**src/rtl/mem_line_pkg.sv**
```systemverilog
// Shared definitions for the line-burst memory master: FSM encoding and
// the default line length.
package mem_line_pkg;

    localparam int DEF_BURST_LEN = 2;

    typedef enum logic [2:0] {
        ST_IDLE  = 3'd0,
        ST_WRITE = 3'd1,
        ST_READ  = 3'd2,
        ST_RLAST = 3'd3,
        ST_DONE  = 3'd4
    } state_t;

endpackage

```
**src/rtl/mem_line_master.sv**
```systemverilog
// Line-burst master: turns one line request into BURST_LEN word accesses on a
// single-port synchronous RAM and returns the assembled line on read.
//
// state | meaning
// ------+----------------------------------------------------------------
// IDLE  | ready for a request; RAM port parked at addr 0, no write
// WRITE | one RAM write per cycle, beat k of the latched line
// READ  | one RAM read address per cycle; data of beat k-1 captured
// RLAST | last read word arrives from the RAM and is captured
// DONE  | response valid; line held until the requester takes it
module mem_line_master
    import mem_line_pkg::*;
#(
    parameter int AWIDTH    = 3,
    parameter int DWIDTH    = 32,
    parameter int BURST_LEN = DEF_BURST_LEN
) (
    input  logic                          clock,
    input  logic                          reset_n,
    input  logic                          req_valid,
    output logic                          req_ready,
    input  logic                          req_write,
    input  logic [AWIDTH-1:0]             req_addr,
    input  logic [BURST_LEN*DWIDTH-1:0]   req_wdata,
    output logic                          rsp_valid,
    input  logic                          rsp_ready,
    output logic [BURST_LEN*DWIDTH-1:0]   rsp_rdata,
    output logic [AWIDTH-1:0]             mem_addr,
    output logic [DWIDTH-1:0]             mem_din,
    output logic                          mem_we,
    input  logic [DWIDTH-1:0]             mem_dout
);

    localparam int KW = $clog2(BURST_LEN);
    localparam logic [AWIDTH-1:0] LINE_MASK = AWIDTH'(BURST_LEN - 1);
    localparam logic [KW-1:0]     K_LAST    = KW'(BURST_LEN - 1);

    state_t                        state_q, state_d;
    logic [KW-1:0]                 k_q, k_d;
    logic [AWIDTH-1:0]             base_q, base_d;
    logic [BURST_LEN*DWIDTH-1:0]   wdata_q, wdata_d;
    logic [BURST_LEN*DWIDTH-1:0]   rdata_q, rdata_d;

    // Next-state, beat counter and line capture. The direction of the burst
    // is carried by the state itself, so req_write needs no separate flop.
    always_comb begin
        state_d = state_q;
        k_d     = k_q;
        base_d  = base_q;
        wdata_d = wdata_q;
        rdata_d = rdata_q;
        case (state_q)
            ST_IDLE: begin
                if (req_valid) begin
                    base_d  = req_addr & ~LINE_MASK;
                    wdata_d = req_wdata;
                    k_d     = '0;
                    state_d = req_write ? ST_WRITE : ST_READ;
                end
            end
            ST_WRITE: begin
                k_d = k_q + KW'(1);
                if (k_q == K_LAST) begin
                    state_d = ST_DONE;
                end
            end
            ST_READ: begin
                k_d = k_q + KW'(1);
                // RAM data lags its address by one cycle
                if (k_q != '0) begin
                    rdata_d[(int'(k_q) - 1) * DWIDTH +: DWIDTH] = mem_dout;
                end
                if (k_q == K_LAST) begin
                    state_d = ST_RLAST;
                end
            end
            ST_RLAST: begin
                rdata_d[(BURST_LEN - 1) * DWIDTH +: DWIDTH] = mem_dout;
                state_d = ST_DONE;
            end
            ST_DONE: begin
                if (rsp_ready) begin
                    state_d = ST_IDLE;
                end
            end
            default: begin
                state_d = ST_IDLE;
            end
        endcase
    end

    // State and datapath registers; reset parks the block in IDLE at once.
    always_ff @(posedge clock or negedge reset_n) begin
        if (!reset_n) begin
            state_q <= ST_IDLE;
            k_q     <= '0;
            base_q  <= '0;
            wdata_q <= '0;
            rdata_q <= '0;
        end else begin
            state_q <= state_d;
            k_q     <= k_d;
            base_q  <= base_d;
            wdata_q <= wdata_d;
            rdata_q <= rdata_d;
        end
    end

    // Output decode from registers only. The beat index replaces the low
    // address bits rather than being added, so a line never carries out.
    always_comb begin
        logic [AWIDTH-1:0] beat_addr;
        logic [AWIDTH-1:0] last_addr;
        beat_addr            = base_q;
        beat_addr[KW-1:0]    = k_q;
        last_addr            = base_q;
        last_addr[KW-1:0]    = K_LAST;
        req_ready            = 1'b0;
        rsp_valid            = 1'b0;
        mem_we               = 1'b0;
        mem_addr             = '0;
        mem_din              = '0;
        case (state_q)
            ST_IDLE: begin
                req_ready = 1'b1;
            end
            ST_WRITE: begin
                mem_we   = 1'b1;
                mem_addr = beat_addr;
                mem_din  = wdata_q[int'(k_q) * DWIDTH +: DWIDTH];
            end
            ST_READ: begin
                mem_addr = beat_addr;
            end
            ST_RLAST: begin
                mem_addr = last_addr;
            end
            ST_DONE: begin
                mem_addr  = last_addr;
                rsp_valid = 1'b1;
            end
            default: begin
                req_ready = 1'b0;
            end
        endcase
    end

    assign rsp_rdata = rdata_q;

endmodule

```
**config.mk**
```make
export PLATFORM = sky130hd
export DESIGN_NAME = mem_line_master
export DESIGN_NICKNAME = d
export VERILOG_FILES = /design/src/rtl/mem_line_pkg.sv /design/src/rtl/mem_line_master.sv
export SDC_FILE = /design/constraint.sdc
export NUM_CORES = 1
export LEC_CHECK = 0
export CAP_MARGIN = 20
export CORE_AREA = 2 2 129 106
export DETAILED_ROUTE_END_ITERATION = 8
export DIE_AREA = 0 0 131 108
export PLACE_DENSITY_LB_ADDON = 0.1
export SETUP_SLACK_MARGIN = 0.3
export SLEW_MARGIN = 20
export SYNTH_ARGS = -nofsm -noshare
export SYNTH_HDL_FRONTEND = slang
export SYNTH_SLANG_ARGS = --single-unit
export TNS_END_PERCENT = 100
```
**constraint.sdc**
```tcl
create_clock -name clock -period 5.22 [get_ports clock]
set_clock_uncertainty 0.1 [all_clocks]
set_input_delay 1.044 -clock clock [delete_from_list [all_inputs] [get_ports clock]]
set_output_delay 1.044 -clock clock [all_outputs]
set_load 0.05 [all_outputs]
```
==> impl_results.md <==
* Placement Setup Slack at 1620 ps
* Detailed placement HPWL at between 8000 and 9000 um
* Clock root cell: clkbuf_16
* Clock-pin slew on the worst setup and hold paths at roughly 50 ps
* Peak supply drop at 0.000405 V
* Share of cells above drive strength 1 at 0.285
* CTS buffer count at 17
* Reg2Reg Launch Point: k_q
* Remaining DRCs at 0
* Final TNS setup at 0 ps
* Psw at between 0.002 and 0.003 W
* Top FF cell, synth: dfrtp_1
* PwrDens at ~750 nW/um^2
* Syn-to-layout area delta at 45.9%
* Tot GR Track Use at 0.196
* Die width at ~130 um
* Synth Instances at ~380
* IO Count at approximately 210
* CP max stage cell: clkdlybuf4s50_1
* Syn Nets at between 400 and 500
* Synth area leaders: dfrtp_1 (58%), mux2_2 (17%), mux2_4 (10%)
* Status: complete, no violations
* Avg Inst Size Synth at between 15 and 20 sq um
* Worst-path cell chain: nand2_1 > buf_4 > nor2_1 > clkdlybuf4s50_1
* Die ar. at 14,100 sq um
* Final setup violation count at 0
* Post-synth EDFFs at 0
* Final critical-path setup slack at 1200 ps
* Largest net degree at the start of global routing at slightly below 80
* Vias/cell at roughly 4.9
* First-pass DRT Iterations at 4
* Worst-margin pin slew at approximately 1100 ps
* Synth Register Bits at 134
* CP Launch Type: flop
* Initial DRC count at 168
* Worst setup path category: flop to output port
* Leakage at 3.60 nW
* Post_cts resized at 0
* Slowest stage delay, CP at approximately 810 ps
* Post-CTS Setup Inserts at 0
* Part of the Yosys area used for sequential elements at 0.579
* CP max FO at 18
* Worst setup EP type: output port
* Core area at ~13,000 sq um
* Critical Path AT at between 2000 and 3000 ps
* WL final at between 10,000 and 15,000 um
* Min-delay worst type: flop to flop
* Peak Freq at around 0.25 GHz
* Vias in the first global route at roughly 4,100
* Unrepaired setup endpoints after global routing: no
* Top cell type's share of synthesized area at 0.579
* Clock share of power at 0.169
* Final Max Tran Viols at 0
* Worst-Skew Late Latency at 410 ps
* Final ANT Viol Nets at 0
* Die height at ~110 um
* Crit path buffers/inverters at 2
* P_int at between 0.003 and 0.004 W
* Fin crit period at roughly 4000 ps
* Worst path top cell family by delay: buffers and inverters
* Yosys warns at 0
* First-pass GRT wire length at ~21,000 um
* Start point of the critical path: state_q[0]
* Synth Cell Area at 5800 sq um
* Nets@finish at 693
* Initial antenna violation count at 0
* Reg power frac at 0.298
* Most frequent cells in the layout: clkdlybuf4s50_1 (203), dfrtp_1 (133), mux2_2 (89)
* Commonest non-fill, non-tap cell in the layout: clkdlybuf4s50_1
* GRT overflow at 0
* Final RePlAce weighted congestion at around 0.72
* Starting density of the core at 0.455
* Antenna Cells at 0
* Comb power frac at 0.533
* Vias at 3,758
* Cell row count at 37
* CTS tree: yes
* Number of distinct library cells after synthesis at 30
* H-Tree Depth at 4
* Max-slew headroom at 0.279
* Drt wl/cell at between 15 and 20 um
* PortBufs at approximately 200
* Clk buf depth at 2
* Hold_buf cts at 0
* Sw Share at 0.418
* Hold path start: rsp_rdata[6]
* Final period utilization at 0.770
* Worst Path Required at ~4100 ps
* Hold Fails Final Rpt at 0
* Clock Sinks at around 130
* Max_cap viols at 0
* Area leader, netlist: dfrtp_1
* Ys async rst share at 1.00
[layer usage]
layer	GRT usage	up-vias	wire length (um)	share of wire
met1	0.241	1869	5600	0.43
met3	0.0609	20	880	0.067
met2	0.320	121	6350	0.48
met4	0.0874	0	290	0.022
li1	-	1748	-	-
met5	0	-	0	0
[layout make-up]
cell class | instances | area [sq um]
fill | 919 | 4270
sequential | 134 | 3350
multi-input combinational | 221 | 2230
timing repair buffer | 211 | 2100
clock buffer | 25 | 515
tap | 175 | 219
clock inverter | 4 | 20.0
inverter | 4 | 15.0
[final timing paths]
path | cells past startpoint | to | slack [ps]
max | 4 | mem_din[30] | 1200
min | 1 | rsp_rdata[6] | 390
max reg2reg | 5 | rsp_rdata[5] | 2710
min reg2reg | 1 | rsp_rdata[6] | 390
max in group asynchronous | 3 | rsp_rdata[38] | 3510
min in group asynchronous | 1 | wdata_q[21] | 500
[stage by stage]
stage	total power, W	util	std cells	hold slack (ps)	instance area [sq um]
2_1_floorplan	0.00435	-	382	373	5800
3_3_place_gp	0.00527	0.621	744	367	7900
3_5_place_dp	0.00534	0.621	744	377	7900
4_1_cts	0.00645	0.663	773	387	8440
5_1_grt	0.00671	0.664	774	409	8460
6_report	0.00638	0.664	774	385	8460
[cell usage after synthesis, types with 3 or more instances]
master,number
mux2i_1,32
nand2_1,3
mux2_4,40
buf_12,5
mux2_2,89
dfrtp_1,134
a21oi_1,3
buf_4,7
buf_2,8
nor2_1,33
[sequential cells by signal (all words and copies together) (netlist names)]
register,flops
wdata_q,64
base_q,2
state_q,3
k_q,1
rsp_rdata,64
[worst register-to-register path: cells and delay by family (launching register included)]
family	cells	cell delay [ps]
simple gates	2	320
buf+inv	2	860
flops	1	700
mux	1	410
[kinds of logic (layout without fill, tap and decap cells)]
logic type	Yosys count	in the layout	share of synthesized area
xor gates and xnor gates	1	1	0.00151
AOI/OAI and AO/OA	10	10	0.0110
DFF	134	134	0.579
muxes	162	162	0.334
and+or+nand+nor	48	48	0.0374
buffers and inverters	27	244	0.0378
[power by group through the flow]
stage	registers, W	logic [W]	clock network [W]
global route	0.00198	0.00358	0.00115
floorplan	0.00271	0.00164	0
finish	0.00190	0.00340	0.00108
CTS	0.00191	0.00344	0.00110
detailed placement	0.00192	0.00343	0
global placement	0.00189	0.00339	0
Power figures use the tool's default switching activity.
